File: config.mk
export PLATFORM = sky130hd
export DESIGN_NAME = sd_resp_rx_flat
export DESIGN_NICKNAME = d
export VERILOG_FILES = /design/src/rtl/sd_resp_if.sv /design/src/rtl/sd_resp_rx.sv /design/src/flat_wrapper.sv
export SDC_FILE = /design/constraint.sdc
export NUM_CORES = 1
export LEC_CHECK = 0
export CORE_MARGIN = 5
export CORE_UTILIZATION = 30
export CTS_CLUSTER_SIZE = 30
export DETAILED_ROUTE_END_ITERATION = 10
export PLACE_DENSITY_LB_ADDON = 0.12
export SETUP_SLACK_MARGIN = 0.02
export SLEW_MARGIN = 20
export SYNTH_ARGS = -nofsm -noshare
export SYNTH_HDL_FRONTEND = slang
export SYNTH_SLANG_ARGS = --single-unit
File: constraint.sdc
create_clock -name sd_clk -period 4.5 [get_ports sd_clk]
set_input_delay 1.125 -clock sd_clk [delete_from_list [all_inputs] [get_ports sd_clk]]
set_output_delay 1.125 -clock sd_clk [all_outputs]
set_load 0.01 [all_outputs]
File: src/rtl/sd_resp_if.sv
// Bus between the SD host controller FSM and the CMD-line response receiver.
// Handshake: the controller may pulse rx_en at any time, but it is accepted only
// while busy=0. Completion is a one-cycle resp_valid with no back-pressure.
// Payload and flags are stable from resp_valid until the next accepted rx_en.
interface sd_resp_if;
    logic         rx_en;
    logic         resp_long;
    logic         crc_check;
    logic         sd_cmd;
    logic         busy;
    logic         resp_valid;
    logic [127:0] resp_data;
    logic         crc_err;
    logic         end_err;
    logic         dir_err;
    logic         timeout;
    logic [1:0]   dbg_state;

    modport master (
        output rx_en, resp_long, crc_check, sd_cmd,
        input  busy, resp_valid, resp_data, crc_err, end_err, dir_err, timeout, dbg_state
    );

    modport slave (
        input  rx_en, resp_long, crc_check, sd_cmd,
        output busy, resp_valid, resp_data, crc_err, end_err, dir_err, timeout, dbg_state
    );
endinterface

File: src/rtl/sd_resp_rx.sv
// SD CMD-line response receiver: start-bit wait with timeout, 48/136-bit shift-in,
// CRC7, transmission-bit and end-bit checks. Define SD_RESP_LONG_EN for R2 support.
module sd_resp_rx #(
    parameter int NCR_MAX = 64
) (
    input logic     sd_clk,
    input logic     reset_n,
    sd_resp_if.slave bus
);
    localparam logic [1:0] S_IDLE = 2'd0;
    localparam logic [1:0] S_WAIT = 2'd1;
    localparam logic [1:0] S_RECV = 2'd2;
    localparam logic [6:0] CRC_POLY = 7'h09;
    localparam int WW = $clog2(NCR_MAX + 1);
`ifdef SD_RESP_LONG_EN
    localparam int SW = 128;
`else
    localparam int SW = 48;
`endif

    logic [1:0]    state_q, state_d;
    logic [WW-1:0] wait_q, wait_d;
    logic [7:0]    bit_q, bit_d;
    logic [SW-1:0] shift_q, shift_d;
    logic [6:0]    crc_q, crc_d;
    logic          long_q, long_d;
    logic          chk_q, chk_d;
    logic          dir_bad_q, dir_bad_d;
    logic          crc_bad_q, crc_bad_d;
    logic          valid_q, valid_d;
    logic [127:0]  data_q, data_d;
    logic          crc_err_q, crc_err_d;
    logic          end_err_q, end_err_d;
    logic          dir_err_q, dir_err_d;
    logic          timeout_q, timeout_d;

    logic          long_arm;
    logic [7:0]    last_bit, crc_lo, crc_hi, bit_n;
    logic [6:0]    crc_next;
    logic [127:0]  payload;
    logic          unused_shift;

`ifdef SD_RESP_LONG_EN
    assign long_arm = bus.resp_long;
    assign payload  = long_q ? {shift_q[126:0], 1'b0} : {90'b0, shift_q[44:7]};
`else
    logic unused_resp_long;
    assign unused_resp_long = bus.resp_long;
    assign long_arm = 1'b0;
    assign payload  = {90'b0, shift_q[44:7]};
`endif
    assign unused_shift = ^{shift_q[SW-1:45], shift_q[6]};

    // Bit numbers count from 1 at the start bit; CRC covers bits crc_lo..crc_hi
    // and the 7-bit CRC field sits just before the end bit.
    assign last_bit = long_q ? 8'd136 : 8'd48;
    assign crc_lo   = long_q ? 8'd9 : 8'd1;
    assign crc_hi   = last_bit - 8'd8;
    assign bit_n    = bit_q + 8'd1;
    assign crc_next = {crc_q[5:0], 1'b0} ^ ((crc_q[6] ^ bus.sd_cmd) ? CRC_POLY : 7'h00);

    always_comb begin
        state_d   = state_q;
        wait_d    = wait_q;
        bit_d     = bit_q;
        shift_d   = shift_q;
        crc_d     = crc_q;
        long_d    = long_q;
        chk_d     = chk_q;
        dir_bad_d = dir_bad_q;
        crc_bad_d = crc_bad_q;
        valid_d   = 1'b0;
        data_d    = data_q;
        crc_err_d = crc_err_q;
        end_err_d = end_err_q;
        dir_err_d = dir_err_q;
        timeout_d = timeout_q;
        case (state_q)
            S_IDLE: begin
                if (bus.rx_en) begin
                    long_d    = long_arm;
                    chk_d     = bus.crc_check;
                    data_d    = '0;
                    crc_err_d = 1'b0;
                    end_err_d = 1'b0;
                    dir_err_d = 1'b0;
                    timeout_d = 1'b0;
                    dir_bad_d = 1'b0;
                    crc_bad_d = 1'b0;
                    crc_d     = '0;
                    wait_d    = '0;
                    bit_d     = '0;
                    shift_d   = '0;
                    state_d   = S_WAIT;
                end
            end
            S_WAIT: begin
                if (!bus.sd_cmd) begin
                    bit_d   = 8'd1;
                    shift_d = {shift_q[SW-2:0], bus.sd_cmd};
                    if (crc_lo == 8'd1) crc_d = crc_next;
                    state_d = S_RECV;
                end else if (wait_q == WW'(NCR_MAX - 1)) begin
                    timeout_d = 1'b1;
                    valid_d   = 1'b1;
                    state_d   = S_IDLE;
                end else begin
                    wait_d = wait_q + 1'b1;
                end
            end
            S_RECV: begin
                bit_d   = bit_n;
                shift_d = {shift_q[SW-2:0], bus.sd_cmd};
                if (bit_n >= crc_lo && bit_n <= crc_hi) crc_d = crc_next;
                if (bit_n == 8'd2) dir_bad_d = bus.sd_cmd;
                if (bit_n == last_bit - 8'd1) crc_bad_d = ({shift_q[5:0], bus.sd_cmd} != crc_q);
                // The end bit completes the frame; results publish together with resp_valid.
                if (bit_n == last_bit) begin
                    end_err_d = ~bus.sd_cmd;
                    dir_err_d = dir_bad_q;
                    crc_err_d = crc_bad_q & chk_q;
                    data_d    = payload;
                    valid_d   = 1'b1;
                    state_d   = S_IDLE;
                end
            end
            default: state_d = S_IDLE;
        endcase
    end

    always_ff @(posedge sd_clk or negedge reset_n) begin
        if (!reset_n) begin
            state_q   <= S_IDLE;
            wait_q    <= '0;
            bit_q     <= '0;
            shift_q   <= '0;
            crc_q     <= '0;
            long_q    <= 1'b0;
            chk_q     <= 1'b0;
            dir_bad_q <= 1'b0;
            crc_bad_q <= 1'b0;
            valid_q   <= 1'b0;
            data_q    <= '0;
            crc_err_q <= 1'b0;
            end_err_q <= 1'b0;
            dir_err_q <= 1'b0;
            timeout_q <= 1'b0;
        end else begin
            state_q   <= state_d;
            wait_q    <= wait_d;
            bit_q     <= bit_d;
            shift_q   <= shift_d;
            crc_q     <= crc_d;
            long_q    <= long_d;
            chk_q     <= chk_d;
            dir_bad_q <= dir_bad_d;
            crc_bad_q <= crc_bad_d;
            valid_q   <= valid_d;
            data_q    <= data_d;
            crc_err_q <= crc_err_d;
            end_err_q <= end_err_d;
            dir_err_q <= dir_err_d;
            timeout_q <= timeout_d;
        end
    end

    assign bus.busy       = (state_q != S_IDLE);
    assign bus.resp_valid = valid_q;
    assign bus.resp_data  = data_q;
    assign bus.crc_err    = crc_err_q;
    assign bus.end_err    = end_err_q;
    assign bus.dir_err    = dir_err_q;
    assign bus.timeout    = timeout_q;
    assign bus.dbg_state  = state_q;
endmodule
File: src/flat_wrapper.sv
// flat-port wrapper written by rule: the top's interface ports become plain ports
module sd_resp_rx_flat 
#(
    parameter int NCR_MAX = 64
)
  (sd_clk, reset_n, bus_rx_en, bus_resp_long, bus_crc_check, bus_sd_cmd, bus_busy, bus_resp_valid, bus_resp_data, bus_crc_err, bus_end_err, bus_dir_err, bus_timeout, bus_dbg_state);
  sd_resp_if bus_i ();
  input logic sd_clk;
  input logic reset_n;
  input wire logic [$bits(bus_i.rx_en)-1:0] bus_rx_en;
  input wire logic [$bits(bus_i.resp_long)-1:0] bus_resp_long;
  input wire logic [$bits(bus_i.crc_check)-1:0] bus_crc_check;
  input wire logic [$bits(bus_i.sd_cmd)-1:0] bus_sd_cmd;
  output wire logic [$bits(bus_i.busy)-1:0] bus_busy;
  output wire logic [$bits(bus_i.resp_valid)-1:0] bus_resp_valid;
  output wire logic [$bits(bus_i.resp_data)-1:0] bus_resp_data;
  output wire logic [$bits(bus_i.crc_err)-1:0] bus_crc_err;
  output wire logic [$bits(bus_i.end_err)-1:0] bus_end_err;
  output wire logic [$bits(bus_i.dir_err)-1:0] bus_dir_err;
  output wire logic [$bits(bus_i.timeout)-1:0] bus_timeout;
  output wire logic [$bits(bus_i.dbg_state)-1:0] bus_dbg_state;
  assign bus_i.rx_en = bus_rx_en;
  assign bus_i.resp_long = bus_resp_long;
  assign bus_i.crc_check = bus_crc_check;
  assign bus_i.sd_cmd = bus_sd_cmd;
  assign bus_busy = bus_i.busy;
  assign bus_resp_valid = bus_i.resp_valid;
  assign bus_resp_data = bus_i.resp_data;
  assign bus_crc_err = bus_i.crc_err;
  assign bus_end_err = bus_i.end_err;
  assign bus_dir_err = bus_i.dir_err;
  assign bus_timeout = bus_i.timeout;
  assign bus_dbg_state = bus_i.dbg_state;
  sd_resp_rx #(.NCR_MAX(NCR_MAX)) u_core (.sd_clk(sd_clk), .reset_n(reset_n), .bus(bus_i));
endmodule
==> impl_metrics.py <==
metrics = {
    "pwr": {
        "power.density_nw_per_um2": 488,
        "clockPowerShare_pct": 38.6,
        "comb_power_share_pct": 28.5,
        "p_sw_mw": 1.27,
        "leakage_nw": 3.23,
        "p_int_mw": 2.25,
        "power_frac_seq_pct": 32.9,
        "switching_share_pct": 36.1,
        "ir_worst_vdd_mv": 0.266,
    },
    "routing": {
        "via_count": 4692,
        "drt_first_pass_iters": 5,
        "wl_per_cell_um": 15.6,
        "ant_nets": 0,
        "drt-total-wl_um": 15500,
        "route.detailed.drc": 0,
        "vias_per_cell": 4.70,
        "drt_iter0_markers": 293,
    },
    "sta": {
        "finalSetupViolations": 0,
        "finalHoldViolations": 0,
        "finalCritPeriodShare_pct": 77.0,
        "rsz0062_at_grt": "false",
        "layout_setup_ws_ns": 1.03,
        "worst_pin_slew_ns": 1.05,
        "finClkSkew_ns": 0.0144,
        "fmax_mhz": 289,
        "fin_crit_ns": 3.47,
        "slew_headroom_pct": 29.7,
        "setup_tns_ns": 0,
        "slew_violations": 0,
    },
    "critical_path": {
        "worstSetupStartpointType": "flip-flop",
        "endpoint_kind": "flip-flop",
        "cp.arrival_ns": 3.81,
        "worstPathRequired_ns": 4.85,
        "cp_max_fo": 24,
        "path_class": "reg -> reg",
    },
    "job": {
        "max_cap_violations": 0,
    },
    "placed_design": {
        "portBuffers": 50,
        "pre_cts_ws_ns": 1.05,
        "gp_routability_congestion": 0.808,
        "post-dp-hpwl_um": 10200,
    },
    "cells_and_area": {
        "nNetsFinal": 732,
        "layout.cells.most_common": "nand2_1",
        "final_cell_mix": "nand2_1, dfrtp_1, conb_1, o21ai_0, clkdlybuf4s50_1",
        "n_antenna_cell": 0,
        "drive_gt1_share_pct": 9.19,
        "multi_input_area_um2": 2790,
        "ff_latch_area_um2": 2880,
        "fin_util_pct": 35.5,
        "area_growth_pct": 15.8,
        "fillers": 2066,
    },
    "floorplan": {
        "ios": 142,
        "die_h_um": 154,
        "start_util_pct": 30.6,
        "fp.dieW_um": 154,
        "rows": 52,
        "dieArea_um2": 23800,
        "core_um2": 20400,
    },
    "min_path": {
        "hold_path.class": "reg -> reg",
    },
    "clock_network": {
        "cts_resized": 0,
        "cts_inserted_buffers": 17,
        "clockBufferDepth": 2,
        "cts_root_buffer": "clkbuf_16",
        "clk_latency_ns": 0.42,
        "path_clk_slew_ns": 0.06,
        "post_cts_buffers": 0,
        "clock_sinks": 115,
        "hold_buffers": 0,
        "cts_tree": "done",
        "htreeDepth": 4,
    },
    "logic_synthesis": {
        "ys_seq_area_share_pct": 46.1,
        "async_reset_ff_share_pct": 100,
        "syn_area_per_cell_um2": 9.13,
        "synth_top_family_by_area": "compound AO/OA/AOI/OAI gates",
        "synth_cells": 683,
        "synth_edf_count": 0,
        "ys_ff_latch": 115,
        "synth_warnings": 0,
        "synth_top_area_share_pct": 46.1,
        "synth_area_leaders": "dfrtp_1, buf_4, nand2_1",
        "synthMuxAreaShare_pct": 0.501,
        "synthAdderAreaFrac_pct": 1.81,
        "yosys.area_share.xor_xnor_pct": 2.11,
        "synth_compound_area_share_pct": 19.2,
        "synth_top_area_cell": "dfrtp_1",
        "syn-cell-area_um2": 6240,
        "ys_types": 57,
        "ys.flop_type": "dfrtp_1",
        "yosys.area_share.simple_pct": 15.6,
    },
    "grt": {
        "grt_start_max_net_pins": 95,
        "grtUsageTotal_pct": 13.3,
        "grt_pass1_wl_um": 25800,
        "grt_pass1_vias": 4698,
        "grt_antenna_before_repair": 0,
        "grt_overflow": 0,
    },
    "outcome": {
        "outcome": "finished clean",
    },
}
layout make-up:
class                      count  area share, %
tap                          270           4.68
multi-input combinational    514           38.6
inverter                       7          0.364
timing repair buffer          62           8.31
clock buffer                  23           6.48
clock inverter                 8           1.77
sequential                   115           39.8
flip-flops by register name (all words and copies together) (netlist names):
name / cells
u_core.bus.end_err: 1
u_core.bus.dbg_state: 2
u_core.bus.resp_valid: 1
u_core.bus.timeout: 1
u_core.shift_q: 45
u_core.dir_bad_q: 1
u_core.bus.crc_err: 1
u_core.bit_q: 8
u_core.crc_q: 7
u_core.crc_bad_q: 1
u_core.chk_q: 1
u_core.bus.resp_data: 38
u_core.wait_q: 7
u_core.bus.dir_err: 1
worst paths after layout:
kind,start,end,slack [ns],depth (start not counted)
max,u_core.bit_q[0],u_core.bus.resp_data[17],1.03,8
min,u_core.shift_q[6],u_core.shift_q[6],0.48,2
max reg2reg,u_core.bit_q[0],u_core.bus.resp_data[17],1.03,8
min reg2reg,u_core.shift_q[6],u_core.shift_q[6],0.48,2
max in group asynchronous,reset_n,u_core.bus.resp_data[25],2.96,2
min in group asynchronous,reset_n,u_core.wait_q[2],0.76,1
metal layers:
| metal | global-route usage (%) | vias up | share of wire, % |
|---|---|---|---|
| met5 | 0 | - | 0 |
| met3 | 4.11 | 10 | 6.2 |
| met4 | 3.15 | 0 | 0.91 |
| met2 | 21.7 | 136 | 48 |
| li1 | - | 2249 | - |
| met1 | 17.3 | 2297 | 45 |
critical path: stages (launching register included):
cell	delay [ns]
dfrtp_1	0.59
ha_1	0.48
nand3_1	0.22
or4_4	0.60
a211o_1	0.65
nor2_2	0.22
buf_4	0.31
a22o_1	0.18
a22o_1	0.13
Yosys cell counts, types with 2 or more instances:
master,instances
nor2_1,40
nand4_1,5
a32oi_1,13
xor2_1,8
o31ai_1,3
a31oi_1,2
inv_1,7
ha_1,9
and3_1,4
clkbuf_1,34
nand3b_1,2
o21a_1,2
dfrtp_1,115
a22o_1,24
buf_6,2
nor3_1,5
o41ai_1,4
o21ai_1,2
nand3_1,10
xnor2_1,7
nor3b_1,2
o221a_2,18
a211o_1,2
nand2_1,136
or3_1,2
and2_1,2
nor2b_1,6
a21oi_1,4
buf_4,93
buf_2,7
nand2b_1,3
mux2i_1,2
o21ai_0,84
logic make-up after synthesis:
logic type / count (synthesis)
compound gates: 171
xor+xnor: 15
fa+ha+maj: 9
buf+inv: 143
flops: 115
mux: 3
other cells: 1
simple gates: 226
stage by stage:
step / instances / power (mW) / area (um2) / hold slack, ns
after CTS: 999 / 3.58 / 7230 / 0.489
after global routing: 999 / 3.76 / 7230 / 0.527
after global placement: 968 / 2.17 / 6630 / 0.474
after floorplan: 772 / 1.94 / 6570 / 0.450
after detailed placement: 968 / 2.20 / 6630 / 0.476
final: 999 / 3.53 / 7230 / 0.484
power groups by stage:
stage | Combinational [mW] | Sequential [mW] | Clock [mW]
finish | 1.00 | 1.16 | 1.36
global route | 1.14 | 1.17 | 1.46
CTS | 1.02 | 1.16 | 1.40
detailed placement | 1.02 | 1.17 | 0
global placement | 1.00 | 1.17 | 0
floorplan | 0.786 | 1.15 | 0
No activity file was read; power rests on OpenSTA's default activity.
